[src/rtl/alu_pkg.sv]
// alu_pkg: shared op codes, FSM state encoding and datapath widths
package alu_pkg;
  localparam int W = 16;
  localparam int AW = 3;
  localparam int NREG = 8;
  localparam logic [1:0] OP_ADD = 2'b00;
  localparam logic [1:0] OP_SUB = 2'b01;
  localparam logic [1:0] OP_AND = 2'b10;
  localparam logic [1:0] OP_OR = 2'b11;
  typedef enum logic [1:0] {IDLE, READ, EXEC, WB} state_t;
endpackage

[src/rtl/alu.sv]
// alu: 16-bit add/sub/and/or, op/i0/i1 in, o/cout out, carry-in taken from op[0]
module alu
  import alu_pkg::*;
(
  input  logic [1:0]   op,
  input  logic [W-1:0] i0,
  input  logic [W-1:0] i1,
  output logic [W-1:0] o,
  output logic         cout
);
  logic [W:0] sum;
  assign sum = {1'b0, i0} + {1'b0, op[0] ? ~i1 : i1} + {{W{1'b0}}, op[0]};
  assign o = op[1] ? (op[0] ? i0 | i1 : i0 & i1) : sum[W-1:0];
  assign cout = ~op[1] & sum[W];
endmodule

[src/rtl/regfile8x16.sv]
// regfile8x16: 8x16 registers, async read ports ra/rda and rb/rdb, one write port muxed from wb_* (priority) or ld_*
module regfile8x16
  import alu_pkg::*;
(
  input  logic          clk,
  input  logic          rst_n,
  input  logic          wb_en,
  input  logic [AW-1:0] wb_addr,
  input  logic [W-1:0]  wb_data,
  input  logic          ld_en,
  input  logic [AW-1:0] ld_addr,
  input  logic [W-1:0]  ld_data,
  input  logic [AW-1:0] ra,
  input  logic [AW-1:0] rb,
  output logic [W-1:0]  rda,
  output logic [W-1:0]  rdb
);
  logic [W-1:0] rf [NREG];
  logic [AW-1:0] wa;
  logic [W-1:0] wd;
  assign wa = wb_en ? wb_addr : ld_addr;
  assign wd = wb_en ? wb_data : ld_data;
  always_ff @(posedge clk or negedge rst_n)
    if (!rst_n)
      for (int i = 0; i < NREG; i++) rf[i] <= '0;
    else if (wb_en | ld_en)
      rf[wa] <= wd;
  assign rda = rf[ra];
  assign rdb = rf[rb];
endmodule

[src/rtl/alu_issue_ctrl.sv]
// alu_issue_ctrl: cmd_* handshake into a READ/EXEC/WB sequencer around alu and regfile8x16; ld_* loads when idle; res_*/carry_flag/busy report writebacks
module alu_issue_ctrl
  import alu_pkg::*;
(
  input  logic          clk,
  input  logic          rst_n,
  input  logic          cmd_valid,
  output logic          cmd_ready,
  input  logic [1:0]    cmd_op,
  input  logic [AW-1:0] cmd_rd,
  input  logic [AW-1:0] cmd_rs1,
  input  logic [AW-1:0] cmd_rs2,
  input  logic          ld_en,
  input  logic [AW-1:0] ld_addr,
  input  logic [W-1:0]  ld_data,
  output logic          res_valid,
  output logic [W-1:0]  res_data,
  output logic [AW-1:0] res_rd,
  output logic          carry_flag,
  output logic          busy
);
  state_t state, nxt;
  logic rdy_q, cout_q, carry_q, alu_c, acc;
  logic [1:0] op_q;
  logic [AW-1:0] rd_q, rs1_q, rs2_q, res_rd_q;
  logic [W-1:0] opa, opb, res_q, alu_o, rda, rdb;
  assign cmd_ready = rdy_q & (state == IDLE);
  assign acc = cmd_valid & cmd_ready;
  assign busy = state != IDLE;
  assign res_valid = state == WB;
  assign res_data = res_q;
  assign res_rd = res_rd_q;
  assign carry_flag = carry_q;
  regfile8x16 u_rf (
    .clk(clk), .rst_n(rst_n),
    .wb_en(state == WB), .wb_addr(rd_q), .wb_data(res_q),
    .ld_en(ld_en & ~busy), .ld_addr(ld_addr), .ld_data(ld_data),
    .ra(rs1_q), .rb(rs2_q), .rda(rda), .rdb(rdb)
  );
  alu u_alu (.op(op_q), .i0(opa), .i1(opb), .o(alu_o), .cout(alu_c));
  always_ff @(posedge clk or negedge rst_n)
    if (!rst_n) state <= IDLE;
    else state <= nxt;
  always_comb begin
    nxt = state;
    nxt = state == IDLE ? (acc ? READ : IDLE) : state == READ ? EXEC : state == EXEC ? WB : IDLE;
  end
  always_ff @(posedge clk or negedge rst_n)
    if (!rst_n) begin
      rdy_q <= 1'b0;
      op_q <= '0;
      rd_q <= '0;
      rs1_q <= '0;
      rs2_q <= '0;
      opa <= '0;
      opb <= '0;
      res_q <= '0;
      cout_q <= 1'b0;
      res_rd_q <= '0;
      carry_q <= 1'b0;
    end else begin
      rdy_q <= 1'b1;
      if (acc) {op_q, rd_q, rs1_q, rs2_q} <= {cmd_op, cmd_rd, cmd_rs1, cmd_rs2};
      if (state == READ) {opa, opb} <= {rda, rdb};
      if (state == EXEC) {res_q, cout_q, res_rd_q} <= {alu_o, alu_c, rd_q};
      if (state == WB && !op_q[1]) carry_q <= cout_q;
    end
endmodule

[config.mk]
export PLATFORM = sky130hd
export DESIGN_NAME = alu_issue_ctrl
export DESIGN_NICKNAME = d
export VERILOG_FILES = /design/src/rtl/alu_pkg.sv /design/src/rtl/alu.sv /design/src/rtl/regfile8x16.sv /design/src/rtl/alu_issue_ctrl.sv
export SDC_FILE = /design/constraint.sdc
export NUM_CORES = 1
export LEC_CHECK = 0
export CORE_ASPECT_RATIO = 2
export CORE_UTILIZATION = 60
export CTS_BUF_LIST = sky130_fd_sc_hd__clkbuf_2 sky130_fd_sc_hd__clkbuf_4 sky130_fd_sc_hd__clkbuf_8
export DETAILED_ROUTE_END_ITERATION = 10
export PLACE_DENSITY = 0.8
export SYNTH_ARGS = -nofsm -noshare
export SYNTH_HDL_FRONTEND = slang
export SYNTH_SLANG_ARGS = --single-unit
[constraint.sdc]
create_clock -name clk -period 3.84 [get_ports clk]
set_clock_uncertainty 0.1 [all_clocks]
set_input_delay 0.768 -clock clk [delete_from_list [all_inputs] [get_ports clk]]
set_output_delay 0.768 -clock clk [all_outputs]
set_load 0.02 [all_outputs]
Word-level counts from Yosys, hierarchy flattened
Cells that the tools add are included.
{"block": "op_classes", "n_bitwise": 13, "mux": 18, "reduce_logical": 5, "eq_ne": 3, "n_lt_le_gt_ge": 4, "n_addsub": 2}
{"cell": "$mux W16", "count": 9}
{"cell": "$bwmux W128", "count": 1}
{"cell": "$bmux W16 S3", "count": 2}
{"cell": "$demux W16 S3", "count": 1}
{"cell": "$add A16 B16 Y17", "count": 1}
{"cell": "$add A17 B1 Y17", "count": 1}
{"cell": "$and A16 B16 Y16", "count": 1}
{"cell": "$not A16 Y16", "count": 1}
{"cell": "$or A16 B16 Y16", "count": 1}
{"cell": "$ge A4 B4 Y1 const B", "count": 3}
{"cell": "$not A3 Y4", "count": 3}
{"cell": "$mux W2", "count": 3}
{"cell": "$and A1 B1 Y1", "count": 4}
{"cell": "$eq A2 B2 Y1 const B", "count": 2}
{"cell": "$lt A4 B1 Y1 const B", "count": 1}
{"cell": "$mux W3", "count": 1}
{"cell": "$eq A2 B1 Y1 const B", "count": 1}
{"cell": "$logic_and A1 B1 Y1", "count": 2}
{"cell": "$logic_not A2 Y1", "count": 1}
{"cell": "$not A1 Y1", "count": 2}
{"cell": "$reduce_bool A2 Y1", "count": 1}
{"cell": "$logic_not A1 Y1", "count": 1}
{"cell": "$mux W1", "count": 1}
{"cell": "$or A1 B1 Y1", "count": 1}
{"block": "totals", "output_inout_bits": 23, "word_cells": 65, "input_bits": 34, "regBits": 195}

Longest topological paths before layout
Gate-level depths: netlist of the first run.
{"block": "logic_depth", "depth_word": 8, "ltp_mapped": 12, "mapped_depth_nobuf": 8}

Hierarchy
From an unflattened synthesis of the first run, not the netlist that was laid out.
{"block": "unflattened", "cells_unflattened": 762, "hier_area_um2": 11167.0}
{"mod": "regfile8x16", "seq_area_each_um2": 3203.1, "cells_each": 418, "area_each_um2": 7209.4, "n_inst": 1}
{"mod": "alu_issue_ctrl", "seq_area_each_um2": 1676.6, "cells_each": 153, "area_each_um2": 2597.5, "n_inst": 1}
{"mod": "alu", "seq_area_each_um2": 0.0, "cells_each": 191, "area_each_um2": 1360.1, "n_inst": 1}

Worst setup path after synthesis of the first run
Ideal clock, no wire load.
{"block": "synth_timing", "kind": "reg-to-reg", "from": "reg op_q[0]", "to": "reg res_q[12], in the netlist res_data[12]", "n_path_buf": 3, "setup_ns": 0.126, "stages_incl_launch_ff": 12, "arrival_time_ns": 2.652, "setup_slack_ns": 0.962, "required_time_ns": 3.614, "period_less_slack_ns": 2.878, "cell_sequence": "dfrtp_1 > buf_6 > clkbuf_1 > buf_2 > xor2_1 > ha_1 > and2_1 > nor2b_1 > a21oi_1 > o21ai_0 > xor2_1 > a221o_1"}
{"block": "synth_between", "elab_chain_cells": 4, "elab_cells_between_ends": 5, "classes_between": "2 x add/sub; 3 x mux"}
{"element": "start: declaration", "line": "alu_issue_ctrl.sv:24", "text": "logic [1:0] op_q;"}
{"element": "start signal: assignment", "line": "alu_issue_ctrl.sv:63", "text": "if (acc) {op_q, rd_q, rs1_q, rs2_q} <= {cmd_op, cmd_rd, cmd_rs1, cmd_rs2};"}
{"element": "$mux W16", "line": "alu.sv:12", "text": "assign sum = {1'b0, i0} + {1'b0, op[0] ? ~i1 : i1} + {{W{1'b0}}, op[0]};"}
{"element": "$add A16 B16 Y17", "line": "alu.sv:12"}
{"element": "$add A17 B1 Y17", "line": "alu.sv:12"}
{"element": "$mux W16 *", "line": "alu.sv:13", "text": "assign o = op[1] ? (op[0] ? i0 | i1 : i0 & i1) : sum[W-1:0];"}
{"element": "end signal: assignment", "line": "alu_issue_ctrl.sv:65", "text": "if (state == EXEC) {res_q, cout_q, res_rd_q} <= {alu_o, alu_c, rd_q};"}
{"element": "end: declaration", "line": "alu_issue_ctrl.sv:26", "text": "logic [W-1:0] opa, opb, res_q, alu_o, rda, rdb;"}
Mark *: on every way between the ends. The rest lies on a longest branch, timed or not.
A chain may end at the register's enable or synchronous reset.

Final worst setup path of the first run
{"block": "layout_timing", "from": "reg state[1]", "to": "out res_valid"}
{"block": "layout_between", "elab_chain_cells": 1}
{"element": "start: declaration", "line": "alu_issue_ctrl.sv:22", "text": "state_t state, nxt;"}
{"element": "start signal: assignment", "line": "alu_issue_ctrl.sv:43", "text": "else state <= nxt;"}
{"element": "$eq A2 B2 Y1", "line": "alu_issue_ctrl.sv:30", "text": "assign res_valid = state == WB;"}
{"element": "end: declaration", "line": "alu_issue_ctrl.sv:16", "text": "output logic res_valid,"}
Every way passes these cells.

==> results.yml, run 1 <==
clock_tree:
  ctsLongestPathBuffers: 2
  cts_hold_buf: 0
  cts_buffers: 17
  clk_latency_ns: 0.47
  cts_root_buffer: "clkbuf_8"
  htreeDepth: 4
  clkSinkCount: 195
  clk_pin_slew_ns: 0.10
  cts_resized: 0
  cts_tree: "done"
  post-cts-setup-buffers: 0
final_layout:
  final_cell_mix: "dfrtp_1 (191), a21oi_1 (112), nor2_1 (101), nand2_1 (100), o21ai_0 (100)"
  synthToLayoutAreaGrowth_pct: 11.08
  n_antenna_cell: 0
  stdcell_area_sq_mm: 0.01142
  finalNetCount: 1030
  drive_above_1_share: 0.1489
  layout_commonest_cell: "dfrtp_1"
grt:
  busiest_layer: "met2"
  grt_antenna_before_repair: 0
  grt_pass1_vias: 7922
  grt_use_met2: 0.5463
  met1_usage: 0.3613
  grt_pass1_wl_um: 40700
  use_met3: 0.04472
  grt_usage: 0.3089
  grt_overflow_total: 0
  grt_max_degree: 106
detailed_routing:
  avgRoutedWirePerCell_um: 21.18
  ant_nets: 0
  vias_per_cell: 6.387
  via_count: 7626
  wl_um: 25290
  drc: 0
  dr.pass1.iters: 5
  drt_iter0_markers: 647
synthesis:
  ys_warn_count: 0
  ys_types: 52
  yosysSeqAreaShare: 0.4745
  synth.net_count: 1002
  synth_edf_count: 0
  synth_area_sq_mm: 0.01028
  ys_seq_elements: 195
  synth_top_area_cell: "dfrtp_1"
  syn_area_per_cell_sq_um: 10.87
  synthArstFlopShare: 1.000
  synth_top_area_share: 0.4745
  synthTopCellsByArea: "dfrtp_1 (47%), mux4_2 (14%), a21oi_1 (5.5%)"
  synthFlopType: "dfrtp_1"
  syn_inst: 946
timing:
  max_freq_ghz: 0.3379
  rsz0062_at_grt: "no"
  worstMarginPinSlew_ns: 1.186
  min_period_ns: 2.959
  maxSlewViolCount: 0
  slew_headroom: 0.2095
  fin_crit_sh: 0.7706
  setup_tns_ns: 0
  setup-violations-final: 0
  final_hold_viol_count: 0
placement:
  post_dp_cell_area_sq_mm: 0.01103
  gp_congestion: 0.9451
  io_buffers: 56
  hpwl_um: 17420
floorplan:
  die_width_um: 94.58
  core.rowCount: 67
  die_y_um: 187.2
  start_util: 0.6134
  core_sq_mm: 0.01677
  ios: 57
  dieArea_sq_mm: 0.01770
critical_path:
  crit_chain: "ha_1 -> clkdlybuf4s50_1"
  start_kind: "flip-flop"
  path_depth: 2
  critPathBufInv: 1
  end_kind: "primary output"
  arrival_ns: 2.09
  cpMaxStageDelayCell: "clkdlybuf4s50_1"
  critPathKind: "reg2out"
  worstPathMaxFanout: 14
  cp_top_family: "buffers and inverters"
  ff2ff_path_depth: 9
  crit_required_ns: 2.97
  crit_path_max_incr_delay_ns: 0.71
min_path:
  hold_class: "in2async"
run_status:
  status: "finished, final reports clean"
pwr:
  power_leakage_nw: 4.792
  irDropWorstVdd_v: 0.0006104
  cellPowerDensity_mw_per_mm2: 1088
flow_run:
  maxCapViolations: 0
==> synth_stat cells, drive strengths merged (2+ instances only) <==
cell type  number
o21a            4
a31oi           3
inv            11
mux2i          55
buf            13
ha             21
a21o            3
mux2           16
a21oi         113
maj3            9
clkbuf         55
a211o           2
o21ai         100
mux4           64
dfrtp         195
and2            2
nand2b          5
or3             2
a221o           2
o32ai           2
nand3b          2
xor2           17
nand2         100
nor2b           4
nand3           9
o21bai          4
nor2          102
o211ai          4
xnor2           8
nand4           2
==> cell type report <==
cell class,count,area (sq um)
Clock inverter,8,76.32
Timing Repair Buffer,77,747.0
Sequential cell,195,4885
Multi-Input combinational cell,671,5095
Fill cell,1273,5341
Clock buffer,24,317.8
Tap cell,207,259.0
Inverter,12,45.04
==> metrics by stage <==
stage               setup WS [ns]  total power, W    util  std cells  hold slack, ns
floorplan                  0.9622        0.009090       -        946          0.3609
global placement           0.8690         0.01082  0.6579       1162          0.3721
detailed placement         0.8609         0.01105  0.6579       1162          0.3870
CTS                        0.8455         0.01241  0.6814       1194          0.3050
global route               0.6356         0.01331  0.6814       1194          0.3291
finish                     0.8807         0.01243  0.6814       1194          0.2670
==> flip-flops by register name (all words and copies together) (netlist names) <==
signal      cells
u_rf.rf       128
opa            16
opb            16
res_data       16
rd_q            3
res_rd          3
rs1_q           3
rs2_q           3
op_q            2
state           2
carry_flag      1
cout_q          1
rdy_q           1
==> power by group <==
part / switching, W / internal [W] / leakage, nW
clock: 0.000706 / 0.000613 / 0.198
sequential: 0.00120 / 0.00309 / 2.31
combinational: 0.00351 / 0.00331 / 2.28
total: 0.00541 / 0.00701 / 4.79
==> routing by layer <==
metal,vias up,share of wire
met2,273,0.55
met1,3824,0.37
met3,78,0.043
met5,-,0
li1,3451,-
met4,0,0.039
==> cells by family after synthesis <==
family	Yosys count	share of synthesized area
adder cells (fa/ha/maj)	31	0.03625
AND/OR/NAND/NOR	230	0.08978
buffers and inverters	80	0.03114
flip-flops	195	0.4745
other	1	0.0003646
AO/OA/AOI/OAI	249	0.1352
XOR/XNOR	25	0.02129
multiplexers	135	0.2116
==> final timing paths <==
| path | startpoint | end | slack [ns] |
|---|---|---|---|
| max in group asynchronous | rst_n | opb[6] | 2.56 |
| min in group clk | u_rf.rf[30] | u_rf.rf[30] | 0.40 |
| hold / removal | rst_n | u_rf.rf[114] | 0.27 |
| hold reg to reg | u_rf.rf[30] | u_rf.rf[30] | 0.40 |
| setup reg to reg | op_q[0] | res_data[12] | 0.89 |
| setup / recovery | state[1] | res_valid | 0.88 |
Note: power is estimated with default switching activity, not from simulation.
==> run 2: changes to the inputs <==
--- a/config.mk
+++ b/config.mk
@@ -6,10 +6,10 @@
 export NUM_CORES = 1
 export LEC_CHECK = 0
 export CORE_ASPECT_RATIO = 2
-export CORE_UTILIZATION = 60
+export CORE_UTILIZATION = 56
 export CTS_BUF_LIST = sky130_fd_sc_hd__clkbuf_2 sky130_fd_sc_hd__clkbuf_4 sky130_fd_sc_hd__clkbuf_8
 export DETAILED_ROUTE_END_ITERATION = 10
-export PLACE_DENSITY = 0.8
+export PLACE_DENSITY = 0.78
 export SYNTH_ARGS = -nofsm -noshare
 export SYNTH_HDL_FRONTEND = slang
 export SYNTH_SLANG_ARGS = --single-unit
==> constraint.sdc (replaced) <==
create_clock -name clk -period 2.6 [get_ports clk]
set_clock_uncertainty 0.1 [all_clocks]
set_input_delay 0.52 -clock clk [delete_from_list [all_inputs] [get_ports clk]]
set_output_delay 0.52 -clock clk [all_outputs]
set_load 0.02 [all_outputs]
==> run 2 against run 1 <==
The flow now finishes with violations (DRC). Sequential cell count is the same. Critical path depth grew 8. Power increased by 58%. Via count grew 1.2%. Clock-buffer cell count is 5 lower. Non-clock buffer count is 51 higher. Worst hold slack improved by 0.14 ns. Critical path type is now reg2reg. Highest routed layer unchanged. Sequential share of layout area is 2.2 points lower.
==> results.yml, run 2 (synthesis results as in run 1) <==
run_status:
  status: "finished with violations"
  violations: "DRC"
placement:
  io_buffers: 56
  post-place-ws_ns: -0.04952
  gp_congestion: 0.9329
  post_dp_cell_area_sq_mm: 0.01153
  dpl.cell_count: 1213
  hpwl_um: 17750
critical_path:
  ff2ff_path_depth: 10
  worstPathMaxFanout: 12
  cpMaxStageDelayCell: "dfrtp_1"
  r2r-start: "op_q[0]"
  r2r-end: "res_data[12]"
  crit_chain: "buf_6 -> buf_12 -> xor2_1 -> ha_1 -> and2_4 -> nor2b_2 -> a21oi_2 -> o21ai_1 -> xor2_1 -> a221o_1"
  crit_path_max_incr_delay_ns: 0.45
  crit_top_cell: "xor2_1"
  startpoint: "op_q[0]"
  reg2reg_slack_ns: 0.05
  critPathKind: "reg2reg"
  arrival_ns: 2.82
  start_kind: "flip-flop"
  crit_required_ns: 2.87
  end_kind: "flip-flop"
clock_tree:
  htreeDepth: 4
  clkSinkCount: 195
  cts_tree: "done"
  cts_buffers: 17
  clk_pin_slew_ns: 0.11
  cts_root_buffer: "clkbuf_8"
  ctsLongestPathBuffers: 2
  clk_latency_ns: 0.48
grt:
  grt_pass1_vias: 8209
  grt_antenna_before_repair: 0
  grt_usage: 0.2853
  grt_pass1_wl_um: 41510
  grt_overflow_total: 0
  grt_max_degree: 65
final_layout:
  regMostFlops: "u_rf.rf"
  n_antenna_cell: 0
  finalNetCount: 1081
  synthToLayoutAreaGrowth_pct: 16.96
  stdcell_area_sq_mm: 0.01203
  drive_above_1_share: 0.2006
  instances_no_fill: 1250
  final_cell_mix: "dfrtp_1 (193), a21oi_1 (108), nor2_1 (101), nand2_1 (99), o21ai_0 (95)"
  largest_reg_flops: 128
  layout_commonest_cell: "dfrtp_1"
timing:
  rsz0062_at_grt: "yes"
  max_freq_ghz: 0.3928
  slew_headroom: 0.5888
  setup_slack_ns: 0.05402
  worstMarginPinSlew_ns: 0.6146
  fin_crit_sh: 0.9792
  final_hold_viol_count: 0
  maxSlewViolCount: 0
  worst_hold_slack_ns: 0.4052
  setup-violations-final: 0
  min_period_ns: 2.546
pwr:
  power_leakage_nw: 5.114
  irDropWorstVdd_v: 0.0005379
  cellPowerDensity_mw_per_mm2: 1628
min_path:
  hp-start: "u_rf.rf[24]"
  hold_class: "reg2reg"
  hold_path_end: "u_rf.rf[24]"
  hold_depth: 2
detailed_routing:
  vias_per_cell: 6.176
  via_count: 7720
  ant_nets: 0
  wl_um: 25100
  drc: 10
  avgRoutedWirePerCell_um: 20.08
  drt_iter0_markers: 576
  dr.pass1.iters: 9
floorplan:
  core.rowCount: 69
  ios: 57
  die_width_um: 97.83
  die_y_um: 193.7
  dieArea_sq_mm: 0.01894
  core_sq_mm: 0.01787
  start_util: 0.5755
flow_run:
  maxCapViolations: 0
## run 2: cell count changes in the layout (fill, tap and decap cells not counted), sizes merged
cell,previous run,this run
clkinvlp,3,1
dlymetal6s2s,0,1
buf,21,70
dlygate4sd3,0,1
clkdlybuf4s50,55,53
clkbuf,25,21
inv,11,13
dlygate4sd2,0,1
clkinv,5,9
## run 2: worst max-delay path by stage
| stage | endpoint | slack (ns) | depth (start not counted) |
|---|---|---|---|
| floorplan | res_data[12] | 0.03 | 11 |
| global placement | res_data[12] | -0.03 | 8 |
| detailed placement | res_data[12] | -0.05 | 8 |
| CTS | cout_q | -0.01 | 12 |
| global route | res_data[12] | -0.03 | 10 |
| finish | res_data[12] | 0.05 | 10 |
## run 2: cell type report
| type | instances | area [sq um] |
|---|---|---|
| inverter | 12 | 45.04 |
| fill | 1305 | 5842 |
| clock buffer | 19 | 261.5 |
| tap | 213 | 266.5 |
| timing repair buffer | 128 | 1305 |
| sequential | 195 | 4882 |
| multi-input combinational | 671 | 5162 |
| clock inverter | 12 | 106.4 |
## run 2: per-stage QoR
stage | setup TNS, ns | total power, W | util
global placement | -0.03496 | 0.01679 | 0.6450
finish | 0 | 0.01958 | 0.6731
global route | -0.03575 | 0.02098 | 0.6731
floorplan | 0 | 0.01347 | -
CTS | -0.01438 | 0.01925 | 0.6677
detailed placement | -0.04952 | 0.01717 | 0.6450
## run 2: per-layer routing
metal	vias to the layer above	wire length, um	track usage
li1	3547	-	-
met1	3855	9380	0.3233
met2	241	13490	0.5104
met3	77	1123	0.04470
met4	0	1112	0.1504
met5	-	0	0
## run 2: worst max-delay path: cells and delay by family, from the launching register on
family          cells  cell delay, ns
fa+ha+maj           1            0.34
compound gates      3            0.60
buf+inv             2            0.32
xor+xnor            2            0.32
simple gates        2            0.33
flops               1            0.45
## run 2: repair_timing
| action | CTS | global route |
|---|---|---|
| cloned | 0 | 1 |
| pin swaps | 2 | 6 |
| endpoints found under the hold margin | 43 | 0 |
| hold buffers | 1 | 0 |
| setup endpoints to repair | 5 | 8 |
| buffers inserted | 3 | 1 |
| resized for setup | 3 | 20 |
## run 2: report_power, final
part           switching, W  internal (W)
clock               0.00108      0.000805
combinational       0.00590       0.00591
sequential          0.00132       0.00457
total               0.00830        0.0113
